[src/rtl/cla_wide_seq.sv]
// Sequential NWORDS x 32-bit adder that streams LSW-first through one cla32 and chains carries via a register.
// Optional subtract mode: define CLA_WIDE_SUB_EN to add the `sub` port.

module cla32 (
    input  logic [31:0] a,
    input  logic [31:0] b,
    input  logic        ci,
    output logic [31:0] s,
    output logic        co
);
    logic [31:0] g, p, c;
    logic [7:0]  gg, gp;
    logic [8:0]  gc;

    always_comb begin
        g  = a & b;
        p  = a ^ b;
        gg = '0;
        gp = '0;
        gc = '0;
        c  = '0;
        // 4-bit groups: group generate/propagate resolve inter-group carries, then bits inside each group
        for (int unsigned k = 0; k < 8; k++) begin
            gg[k] = g[4*k+3] | (p[4*k+3] & g[4*k+2]) | (p[4*k+3] & p[4*k+2] & g[4*k+1])
                  | (p[4*k+3] & p[4*k+2] & p[4*k+1] & g[4*k]);
            gp[k] = &p[4*k +: 4];
        end
        gc[0] = ci;
        for (int unsigned k = 0; k < 8; k++) begin
            gc[k+1] = gg[k] | (gp[k] & gc[k]);
        end
        for (int unsigned k = 0; k < 8; k++) begin
            c[4*k] = gc[k];
            for (int unsigned i = 0; i < 3; i++) begin
                c[4*k+i+1] = g[4*k+i] | (p[4*k+i] & c[4*k+i]);
            end
        end
        s  = p ^ c;
        co = gc[8];
    end
endmodule

module cla_wide_seq #(
    parameter int unsigned NWORDS = 4
) (
    input  logic                  clk,
    input  logic                  reset_n,
    input  logic                  start,
    input  logic [32*NWORDS-1:0]  a,
    input  logic [32*NWORDS-1:0]  b,
    input  logic                  ci,
`ifdef CLA_WIDE_SUB_EN
    input  logic                  sub,
`endif
    output logic [32*NWORDS-1:0]  s,
    output logic                  co,
    output logic                  busy,
    output logic                  done
);
    localparam int unsigned IW = (NWORDS > 1) ? $clog2(NWORDS) : 1;
    localparam logic [IW-1:0] LAST = IW'(NWORDS - 1);

    typedef logic [NWORDS-1:0][31:0] words_t;
    typedef enum logic [1:0] {IDLE, EXEC, DONE} state_t;

    state_t        state_q, state_d;
    logic [IW-1:0] idx_q, idx_d;
    logic          carry_q, carry_d;
    logic          co_q, co_d;
    words_t        a_q, a_d, b_q, b_d, work_q, work_d, s_q, s_d;
    logic [31:0]   sum_w;
    logic          co_w;

    cla32 u_cla (
        .a  (a_q[idx_q]),
        .b  (b_q[idx_q]),
        .ci (carry_q),
        .s  (sum_w),
        .co (co_w)
    );

    always_ff @(posedge clk or negedge reset_n) begin
        if (!reset_n) begin
            state_q <= IDLE;
            idx_q   <= '0;
            carry_q <= 1'b0;
            co_q    <= 1'b0;
            a_q     <= '0;
            b_q     <= '0;
            work_q  <= '0;
            s_q     <= '0;
        end else begin
            state_q <= state_d;
            idx_q   <= idx_d;
            carry_q <= carry_d;
            co_q    <= co_d;
            a_q     <= a_d;
            b_q     <= b_d;
            work_q  <= work_d;
            s_q     <= s_d;
        end
    end

    always_comb begin
        state_d = state_q;
        idx_d   = idx_q;
        carry_d = carry_q;
        co_d    = co_q;
        a_d     = a_q;
        b_d     = b_q;
        work_d  = work_q;
        s_d     = s_q;
        case (state_q)
            IDLE: begin
                if (start) begin
                    a_d     = a;
`ifdef CLA_WIDE_SUB_EN
                    b_d     = sub ? ~b : b;
                    carry_d = sub | ci;
`else
                    b_d     = b;
                    carry_d = ci;
`endif
                    idx_d   = '0;
                    state_d = EXEC;
                end
            end
            EXEC: begin
                work_d[idx_q] = sum_w;
                carry_d       = co_w;
                if (idx_q == LAST) begin
                    // publish including the word computed on this same edge
                    s_d     = work_d;
                    co_d    = co_w;
                    idx_d   = '0;
                    state_d = DONE;
                end else begin
                    idx_d = idx_q + 1'b1;
                end
            end
            DONE:    state_d = IDLE;
            default: state_d = IDLE;
        endcase
    end

    assign s    = s_q;
    assign co   = co_q;
    assign busy = (state_q == EXEC);
    assign done = (state_q == DONE);
endmodule

[config.mk]
export PLATFORM = sky130hd
export DESIGN_NAME = cla_wide_seq
export DESIGN_NICKNAME = d
export VERILOG_FILES = /design/src/rtl/cla_wide_seq.sv
export SDC_FILE = /design/constraint.sdc
export NUM_CORES = 1
export LEC_CHECK = 0
export CORE_UTILIZATION = 57
export CTS_CLUSTER_SIZE = 20
export DETAILED_ROUTE_END_ITERATION = 8
export MAX_ROUTING_LAYER = met4
export PLACE_DENSITY = 0.92
export SETUP_SLACK_MARGIN = 0.5
export SLEW_MARGIN = 20
export SYNTH_ARGS = -nofsm -noshare
export SYNTH_HDL_FRONTEND = slang
export SYNTH_SLANG_ARGS = --single-unit
[constraint.sdc]
create_clock -name clk -period 7.2 [get_ports clk]
set_input_delay 1.8 -clock clk [delete_from_list [all_inputs] [get_ports clk]]
set_output_delay 1.8 -clock clk [all_outputs]
set_load 0.005 [all_outputs]
==> results.ini <==
[run_status]
status = completed

[drt]
avgRoutedWirePerCell_um = 19.58
dr.pass1.iters = 7
postRouteWirelength_mm = 59.11
via_count = 16770
via_per_inst = 5.555
antenna_left = 0
drc_errors = 0
drtIter0Drc = 1145

[synthesis]
yosysUniqueCellTypes = 39
synth.yosys.seq_area_share_pct = 55.88
synth_top_cells_by_area = dfrtp_1 (56%), nand2_1 (17%), mux4_2 (6.6%)
synth_area_um2 = 21760
synthCells = 2142
synth-adder-area-share_pct = 4.278
yosysWarnings = 0
postSynth.asyncResetShare_pct = 100.0
ys.flop_type = dfrtp_1
synth_top_area_share_pct = 55.88
synth_commonest_cells = nand2_1 (997), dfrtp_1 (486), o21ai_0 (157)
synth_top_family_by_area = simple AND/OR/NAND/NOR gates
synth-compound-area-share_pct = 4.720
synth_most_common_cell = nand2_1
syn-num-nets = 2462
synth_area_per_cell_um2 = 10.16
muxShareOfSynthArea_pct = 13.45
synth_area_leader_cell = dfrtp_1
synthSimpleGateAreaFrac_pct = 18.18
synthXorXnorAreaFrac_pct = 0.4427
synth.ff_latch_count = 486
synth-edff-count = 0

[run]
cap_violations = 0

[clocking]
cts_setup_buffers = 0
clock-sinks = 486
clock_latency_ns = 0.56
cts-root-buf = clkbuf_16
htree_levels = 2
cts_buffers = 48
post_cts_resized = 0
cts_tree = yes
ctsHoldBuffers = 0
clk_pin_slew_worst_paths_ns = 0.06
cts_buffer_depth = 3

[global_route]
grt.met1_usage_pct = 41.64
use_met3_pct = 6.761
grt_start_max_net_pins = 172
grt_usage_pct = 31.72
grt_antenna_before_repair = 2
grt_pass1_vias = 16980
use_met2_pct = 49.11
gr-max-usage-layer = met2
grt_pass1_wl_mm = 91.36
globalRouteOverflowTotal = 0

[critical_path]
worst-path-max-fanout = 50
crit_start = idx_q[0]$_DFFE_PN0P_
r2r-end = s[31]$_DFFE_PN0P_
worstSetupStartpointType = flop
reg2reg_depth = 16
critPathCapture = s[31]$_DFFE_PN0P_
path_class = flop to flop
reg2reg_setup_slack_ns = 1.49
critPathArrivalTime_ns = 6.12
endpoint_kind = flop
worstPathRequired_ns = 7.61
r2r-start = idx_q[0]$_DFFE_PN0P_

[layout]
final.fill_count = 2519
multiInputGateArea_um2 = 8970
nets = 2789
utilization_pct = 73.28
areaGrowthSynthToFinish_pct = 26.53
drive_above_1_share_pct = 9.377
final-seq-area_um2 = 12170

[power]
leakagePower_nw = 13.12
clockPowerShare_pct = 16.5
p_seq_share_pct = 31.7
power.internal_mw = 8.951
swShare_pct = 42.52
p_sw_mw = 6.621
power_density_nw_per_um2 = 565.5
ir_drop_v = 0.0003370
power_frac_comb_pct = 51.8

[sta]
setup_viol = 0
max_freq_mhz = 175.3
rsz0062_at_grt = no
fin_crit_ns = 5.705
hold_viol = 0
fin_setup_tns_ns = 0
fin_skew_ns = 0.01318
maxSlewViolCount = 0
period_share_pct = 79.24
tightest_slew_ns = 1.065
maxSlewHeadroom_pct = 28.77

[placed_design]
io_buffers = 390
globalplace.congestion = 0.8635
hpwl_mm = 40.95

[floorplan]
rows = 71
start_util_pct = 57.91
ioPinCount = 391
chipWidth_um = 197.4
die_area_um2 = 38960
core-area_um2 = 37580
die_y_um = 197.4

[min_path]
hp-class = flop to flop

## cell families (layout without fill, tap and decap cells)
family | count (synthesis) | after routing
AO/OA/AOI/OAI | 195 | 195
XOR/XNOR | 11 | 11
adder cells (fa/ha/maj) | 60 | 60
buffers and inverters | 149 | 513
flip-flops | 486 | 486
multiplexers | 205 | 205
other | 0 | 2
AND/OR/NAND/NOR | 1036 | 1036
## cell type report
class	instances	area share (%)
flip-flops and latches	486	44.20
multi-input cells	1507	32.58
repair buffers	403	14.70
clock buffers	62	4.885
well taps	511	2.322
clock inverters	25	0.9906
inverters	23	0.3135
diodes	2	0.01818
## critical path, stage by stage (launching register included)
cell	delay [ns]
dfrtp_4	1.07
buf_4	0.51
mux4_2	0.57
ha_1	0.35
o21a_1	0.12
a21oi_1	0.31
a21o_1	0.23
a21oi_4	0.07
o21ai_2	0.09
nand2b_1	0.11
fa_1	0.45
fa_1	0.49
fa_1	0.44
xnor2_1	0.44
nand2_1	0.10
o21ai_0	0.11
o21ai_0	0.09
## metrics by stage
stage                     area (µm²)  total power, mW  cells  worst slack [ns]  hold WS, ns
after CTS                      27530            15.56   3017             1.436       0.4734
after global routing           27540            16.59   3019             1.037       0.4886
after global placement         25910            12.48   2930             1.533       0.4520
after floorplan                21760            9.845   2142             2.553       0.4403
final                          27540            15.57   3019             1.495       0.4725
after detailed placement       25910            12.90   2930             1.427       0.4583
## metal layers
metal	share of wire, %	vias up
met5	0	-
li1	-	7641
met2	48	756
met3	8.0	129
met4	3.2	0
met1	41	8245
## power by group through the flow
stage	Combinational [mW]	Clock (mW)	Sequential, mW
CTS	8.04	2.59	4.93
global route	8.81	2.70	5.08
detailed placement	7.94	0	4.96
global placement	7.61	0	4.88
floorplan	5.27	0	4.58
finish	8.07	2.57	4.94
## cells in the final DEF, fill, tap and decap left out, drive strengths merged, types with 5 or more instances in the layout
cell	count
mux4	64
inv	25
buf	14
dfrtp	486
nor3	5
bufinv	5
nand2	1001
clkdlybuf4s50	389
o31ai	6
fa	24
clkinv	12
mux2i	81
clkbuf	62
xnor2	8
clkinvlp	6
nor2	12
a21oi	23
ha	36
nand2b	5
mux2	60
o21ai	159
## worst min-delay path by stage
stage / start / end / slack, ns / cells past startpoint
after global placement: a_q[79]$_DFFE_PN0P_ / a_q[79]$_DFFE_PN0P_ / 0.45 / 2
final: b_q[120]$_DFFE_PN0P_ / b_q[120]$_DFFE_PN0P_ / 0.47 / 2
after CTS: b_q[92]$_DFFE_PN0P_ / b_q[92]$_DFFE_PN0P_ / 0.47 / 2
after detailed placement: a_q[69]$_DFFE_PN0P_ / a_q[69]$_DFFE_PN0P_ / 0.46 / 2
after floorplan: a_q[64]$_DFFE_PN0P_ / a_q[64]$_DFFE_PN0P_ / 0.44 / 2
after global routing: b_q[107]$_DFFE_PN0P_ / b_q[107]$_DFFE_PN0P_ / 0.49 / 2
## state kept, by name, summed over array words and instances, names as in the netlist
signal,cells
b_q,128
idx_q,2
work_q,96
a_q,128
s,128
co,1
state_q,2
carry_q,1
No activity file was read; power rests on OpenSTA's default activity.
